===== config.mk =====
export PLATFORM = sky130hd
export DESIGN_NAME = sr_latch_cmd_arbiter
export DESIGN_NICKNAME = d
export VERILOG_FILES = /design/src/rtl/sr_ctrl_pkg.sv /design/src/rtl/sr_latch_cmd_arbiter_rr_pick.sv /design/src/rtl/sr_latch_cmd_arbiter.sv
export SDC_FILE = /design/constraint.sdc
export NUM_CORES = 1
export LEC_CHECK = 0
export BUFFER_PORTS_ARGS = -buffer_cell sky130_fd_sc_hd__buf_2
export CORE_ASPECT_RATIO = 1.1
export CORE_MARGIN = 2
export CORE_UTILIZATION = 46
export CTS_BUF_LIST = sky130_fd_sc_hd__clkbuf_8
export DETAILED_ROUTE_END_ITERATION = 7
export HOLD_SLACK_MARGIN = 0.12
export PLACE_DENSITY = 0.66
export RECOVER_POWER = 50
export SETUP_SLACK_MARGIN = 0.02
export SYNTH_ARGS = -nofsm -noshare
export SYNTH_HDL_FRONTEND = slang
export SYNTH_SLANG_ARGS = --single-unit

===== constraint.sdc =====
create_clock -name clk -period 2.1 [get_ports clk]
set_clock_uncertainty 0.15 [all_clocks]
set_input_delay 0.525 -clock clk [delete_from_list [all_inputs] [get_ports clk]]
set_output_delay 0.525 -clock clk [all_outputs]
set_load 0.01 [all_outputs]

===== src/rtl/sr_ctrl_pkg.sv =====
// Shared types and constants for blocks that drive an external SR latch.
// Holds the arbiter FSM encoding, the op encoding and a small sizing helper.
package sr_ctrl_pkg;

    typedef enum logic [1:0] {
        IDLE   = 2'd0,
        DRIVE  = 2'd1,
        SETTLE = 2'd2,
        DONE   = 2'd3
    } state_t;

    localparam logic OP_SET   = 1'b1;
    localparam logic OP_RESET = 1'b0;

    function automatic int max_int(input int a, input int b);
        return (a > b) ? a : b;
    endfunction

endpackage


===== src/rtl/sr_latch_cmd_arbiter_rr_pick.sv =====
// Combinational round-robin first-set finder: searches req from ptr+1 upward
// with wrap-around and reports the first set index.
module rr_pick #(
    parameter int N  = 2,
    parameter int IW = (N > 1) ? $clog2(N) : 1
) (
    input  logic [N-1:0]  req,
    input  logic [IW-1:0] ptr,
    output logic [IW-1:0] grant,
    output logic          any
);

    logic [IW-1:0] idx;

    always_comb begin
        grant = '0;
        any   = 1'b0;
        idx   = '0;
        // The current pointer is visited last, so it has the lowest priority.
        for (int i = 1; i <= N; i++) begin
            idx = IW'((int'(ptr) + i) % N);
            if (!any && req[idx]) begin
                any   = 1'b1;
                grant = idx;
            end
        end
    end

endmodule


===== src/rtl/sr_latch_cmd_arbiter.sv =====
// Round-robin arbiter sharing one external SR latch among N requesters:
// pulses S or R, waits for the latch to settle, samples Q and acks with status.
module sr_latch_cmd_arbiter
    import sr_ctrl_pkg::*;
#(
    parameter int N              = 2,
    parameter int PULSE_CYCLES   = 2,
    parameter int SETTLE_CYCLES  = 1,
    parameter int SKIP_REDUNDANT = 0
) (
    input  logic         clk,
    input  logic         reset,
    input  logic [N-1:0] req,
    input  logic [N-1:0] op,
    input  logic         q_in,
    output logic         s_out,
    output logic         r_out,
    output logic [N-1:0] ack,
    output logic         err,
    output logic         busy,
    output logic         known,
    output logic         mirror
);

    localparam int IW = (N > 1) ? $clog2(N) : 1;
    localparam int CW = $clog2(max_int(PULSE_CYCLES, SETTLE_CYCLES) + 1);

    state_t        state, state_n;
    logic [CW-1:0] cnt, cnt_n;
    logic [IW-1:0] ptr, ptr_n;
    logic [IW-1:0] g_q, g_n;
    logic          op_q, op_n;
    logic          skip_q, skip_n;

    logic [IW-1:0] g_pick;
    logic          any;

    logic          s_d, r_d, err_d, known_d, mirror_d;
    logic [N-1:0]  ack_d;

    rr_pick #(.N(N), .IW(IW)) u_pick (
        .req   (req),
        .ptr   (ptr),
        .grant (g_pick),
        .any   (any)
    );

    // State, counter and all registered outputs.
    always_ff @(posedge clk) begin
        if (reset) begin
            state  <= IDLE;
            cnt    <= '0;
            ptr    <= IW'(N - 1);
            g_q    <= '0;
            op_q   <= OP_RESET;
            skip_q <= 1'b0;
            s_out  <= 1'b0;
            r_out  <= 1'b0;
            ack    <= '0;
            err    <= 1'b0;
            known  <= 1'b0;
            mirror <= 1'b0;
        end else begin
            state  <= state_n;
            cnt    <= cnt_n;
            ptr    <= ptr_n;
            g_q    <= g_n;
            op_q   <= op_n;
            skip_q <= skip_n;
            s_out  <= s_d;
            r_out  <= r_d;
            ack    <= ack_d;
            err    <= err_d;
            known  <= known_d;
            mirror <= mirror_d;
        end
    end

    // Next-state logic. DONE is the last zero-drive cycle and the Q sample
    // point, so SETTLE lasts SETTLE_CYCLES-1 cycles and the ack lands one
    // cycle after DONE.
    always_comb begin
        state_n = state;
        cnt_n   = cnt;
        ptr_n   = ptr;
        g_n     = g_q;
        op_n    = op_q;
        skip_n  = skip_q;
        case (state)
            IDLE: begin
                // A req still high during the ack cycle is the old command.
                if (any && (ack == '0)) begin
                    g_n    = g_pick;
                    ptr_n  = g_pick;
                    op_n   = op[g_pick];
                    skip_n = 1'b0;
                    if ((SKIP_REDUNDANT != 0) && known && (op[g_pick] == mirror)) begin
                        skip_n  = 1'b1;
                        state_n = DONE;
                    end else begin
                        state_n = DRIVE;
                        cnt_n   = CW'(PULSE_CYCLES - 1);
                    end
                end
            end
            DRIVE: begin
                if (cnt == '0) begin
                    if (SETTLE_CYCLES > 1) begin
                        state_n = SETTLE;
                        cnt_n   = CW'(SETTLE_CYCLES - 2);
                    end else begin
                        state_n = DONE;
                    end
                end else begin
                    cnt_n = cnt - CW'(1);
                end
            end
            SETTLE: begin
                if (cnt == '0) state_n = DONE;
                else           cnt_n   = cnt - CW'(1);
            end
            DONE: begin
                state_n = IDLE;
            end
            default: state_n = IDLE;
        endcase
    end

    // Output logic: next values of the registered outputs.
    always_comb begin
        s_d      = (state_n == DRIVE) &&  op_n;
        r_d      = (state_n == DRIVE) && !op_n;
        ack_d    = '0;
        err_d    = 1'b0;
        known_d  = known;
        mirror_d = mirror;
        if (state == DONE) begin
            ack_d[g_q] = 1'b1;
            if (!skip_q) begin
                // An X or Z on q_in is treated as a mismatch.
                err_d = (q_in !== op_q);
                if (err_d) begin
                    known_d = 1'b0;
                end else begin
                    known_d  = 1'b1;
                    mirror_d = op_q;
                end
            end
        end
    end

    assign busy = (state != IDLE);

endmodule

==> impl_metrics.py <==
metrics = {
    "cts": {
        "clk_pin_slew_ns": 0.06,
        "clockRootBuffer": "clkbuf_8",
        "post_cts_resized": 0,
        "cts_tree": "done",
        "numCtsBuffers": 3,
        "hold_buffers": 0,
        "post_cts_buffers": 0,
        "cts.sinks": 14,
        "clock_path_buffers": 2,
        "insertion_delay_ns": 0.24,
        "htree_levels": 1,
    },
    "critical_path": {
        "r2r_slack_ns": 0.39,
        "cp_slowest_cell": "dfxtp_1",
        "worstPathCellList": "inv_1 > ha_1 > inv_1 > buf_2",
        "timing.rr.start": "state[0]",
        "cp-end-kind": "output pin",
        "cp-start-kind": "register",
        "arrival_ns": 1.22,
        "path_class": "register to output pin",
        "worstPathMaxFanout": 6,
        "max_stage_delay_ns": 0.43,
        "r2r_end": "cnt[0]",
        "crit_path_frequent_cell": "inv_1",
        "reg2reg_depth": 6,
        "critPathRequiredTime_ns": 1.42,
    },
    "hold_path": {
        "holdPathEnd": "ack[0]",
        "min_path_cells": 1,
        "hp-class": "register to register",
        "hp-start": "g_q",
    },
    "yosys": {
        "syn_avg_cell_area_um2": 9.14,
        "synth_cell_type_count": 27,
        "synth-seq-cells": 14,
        "yosysSeqAreaShare_pct": 40.9,
        "synth.cell_area_um2": 686,
        "synth.net_count": 87,
        "ys_warn_count": 0,
        "synthCells": 75,
    },
    "cells_and_area": {
        "area_growth_pct": 19.5,
        "nNetsFinal": 105,
        "n_antenna_cell": 0,
        "drive_gt1_share_pct": 18.5,
    },
    "placement": {
        "portBuffers": 14,
        "place.gp.congestion": 0.716,
        "dpl.hpwl_um": 928,
    },
    "grt": {
        "grt_pass1_wl_um": 2040,
        "antenna_found_initial": 0,
        "grt_max_degree": 11,
        "grt_use_total_pct": 16.1,
        "overflow": 0,
        "grt_pass1_vias": 514,
    },
    "drt": {
        "wire_per_inst_um": 11.1,
        "num_vias": 550,
        "firstDrtPassIters": 4,
        "routed_wl_um": 1200,
        "route.detailed.drc": 0,
        "ant_nets": 0,
        "drt_iter0_drc": 16,
        "viasPerCell": 5.09,
    },
    "floorplanning": {
        "pin_count": 15,
        "rows": 14,
        "die_area_mm2": 0.00182,
        "fp.coreArea_mm2": 0.00138,
        "die_w_um": 40.8,
        "start_util_pct": 49.5,
        "die_h_um": 44.5,
    },
    "timing": {
        "setup_viol": 0,
        "rsz0062_at_grt": "no",
        "fin_crit_sh_pct": 90.4,
        "fmax_mhz": 527,
        "tns_ns": 0,
        "slew_headroom_pct": 78.9,
        "hold_violations": 0,
        "drv_slew": 0,
        "tightest_slew_ns": 0.311,
        "period_needed_ns": 1.90,
    },
    "power_and_ir_drop": {
        "total_power_uw": 785,
        "peakVddDrop_v": 0.000460,
        "power_leakage_nw": 0.357,
        "powerDensity_mw_per_mm2": 958,
    },
    "job": {
        "cap_violations": 0,
    },
    "run_status": {
        "status": "finished, final reports clean",
    },
}
## synthesized netlist by cell type
cell type	number	area share, %
o211ai_1	1	1.1
nand3_1	2	1.5
o311ai_1	1	1.3
a21boi_2	1	1.6
a21oi_1	7	5.1
clkbuf_1	1	0.55
nand3b_4	1	2.9
nor3_1	2	1.5
mux2i_1	1	1.5
mux2i_4	1	3.3
nand2_1	5	2.7
and4_1	1	1.3
nor2_2	1	0.91
o31a_1	1	1.3
nand2b_1	3	2.7
a21o_1	1	1.1
inv_1	9	4.9
dfxtp_1	14	41
nor2_1	7	3.8
nand3b_1	1	1.1
xnor2_1	1	1.3
o21ai_0	4	2.9
nand4b_1	1	1.3
ha_1	5	9.1
o21a_1	1	1.1
o31ai_1	1	1.1
mux2_4	1	2.2
## registers in the layout, indices dropped and copies added, names as in the netlist
name	cells
ack	2
g_q	1
err	1
cnt	2
s_out	1
r_out	1
mirror	1
state	2
known	1
ptr	1
op_q	1
## critical path: cells and delay by family (launching register included)
family / cells / cell delay, ns
buffers and inverters: 3 / 0.28
DFF: 1 / 0.43
adders and majority gates: 1 / 0.28
## stage by stage
step | instance area, um2 | worst slack (ns) | hold WS (ns) | utilization [%] | cells
2_1_floorplan | 686 | 0.538 | 0.263 | - | 75
3_3_place_gp | 772 | 0.402 | 0.281 | 55.8 | 104
3_5_place_dp | 772 | 0.373 | 0.281 | 55.8 | 104
4_1_cts | 827 | 0.174 | 0.290 | 59.8 | 108
5_1_grt | 820 | 0.0647 | 0.307 | 59.2 | 108
6_report | 820 | 0.201 | 0.288 | 59.2 | 108
## cell usage in the layout, fill, tap and decap left out, types with 2 or more instances in the layout
cell	count
nand2_1	5
nor2_1	7
a21oi_1	7
nand2b_1	3
o21ai_0	4
nor3_1	2
inv_1	9
dfxtp_1	14
buf_2	8
clkbuf_8	4
ha_1	5
clkbuf_1	6
nand3_1	2
## power breakdown
group | switching, mW | total (mW) | leakage [nW] | internal, mW
registers | 0.0258 | 0.324 | 0.115 | 0.298
clock network | 0.0916 | 0.257 | 0.0288 | 0.166
logic | 0.110 | 0.204 | 0.214 | 0.0940
## kinds of logic (layout without fill, tap and decap cells)
kind of cell               Yosys count  count (layout)  synth area share [%]
xor gates and xnor gates             1               1                  1.28
and+or+nand+nor                     24              24                  19.7
DFF                                 14              14                  40.9
AOI/OAI and AO/OA                   18              18                  16.6
buffers and inverters               10              27                  5.47
muxes                                3               3                  6.93
adders and majority gates            5               5                  9.12
## cell type report
class / count / area (um2)
Multi-Input combinational cell: 51 / 368
Timing Repair Buffer: 14 / 62.6
Inverter: 9 / 33.8
Fill cell: 136 / 564
Clock buffer: 4 / 55.1
Tap cell: 16 / 20.0
Sequential cell: 14 / 280
## worst max-delay path by stage
stage	startpoint	endpoint
after floorplan	state[0]	cnt[0]
after global placement	state[0]	cnt[0]
after detailed placement	state[0]	cnt[1]
after CTS	state[0]	busy
after global routing	state[0]	busy
final	state[0]	busy
## layer usage
metal | vias to the layer above | GRT usage (%) | routed length (um)
li1 | 291 | - | -
met1 | 245 | 22.3 | 625
met2 | 14 | 23.4 | 529
met3 | 0 | 4.52 | 44
met4 | 0 | 6.00 | 0
met5 | - | 0 | 0
No activity file was read; power rests on OpenSTA's default activity.
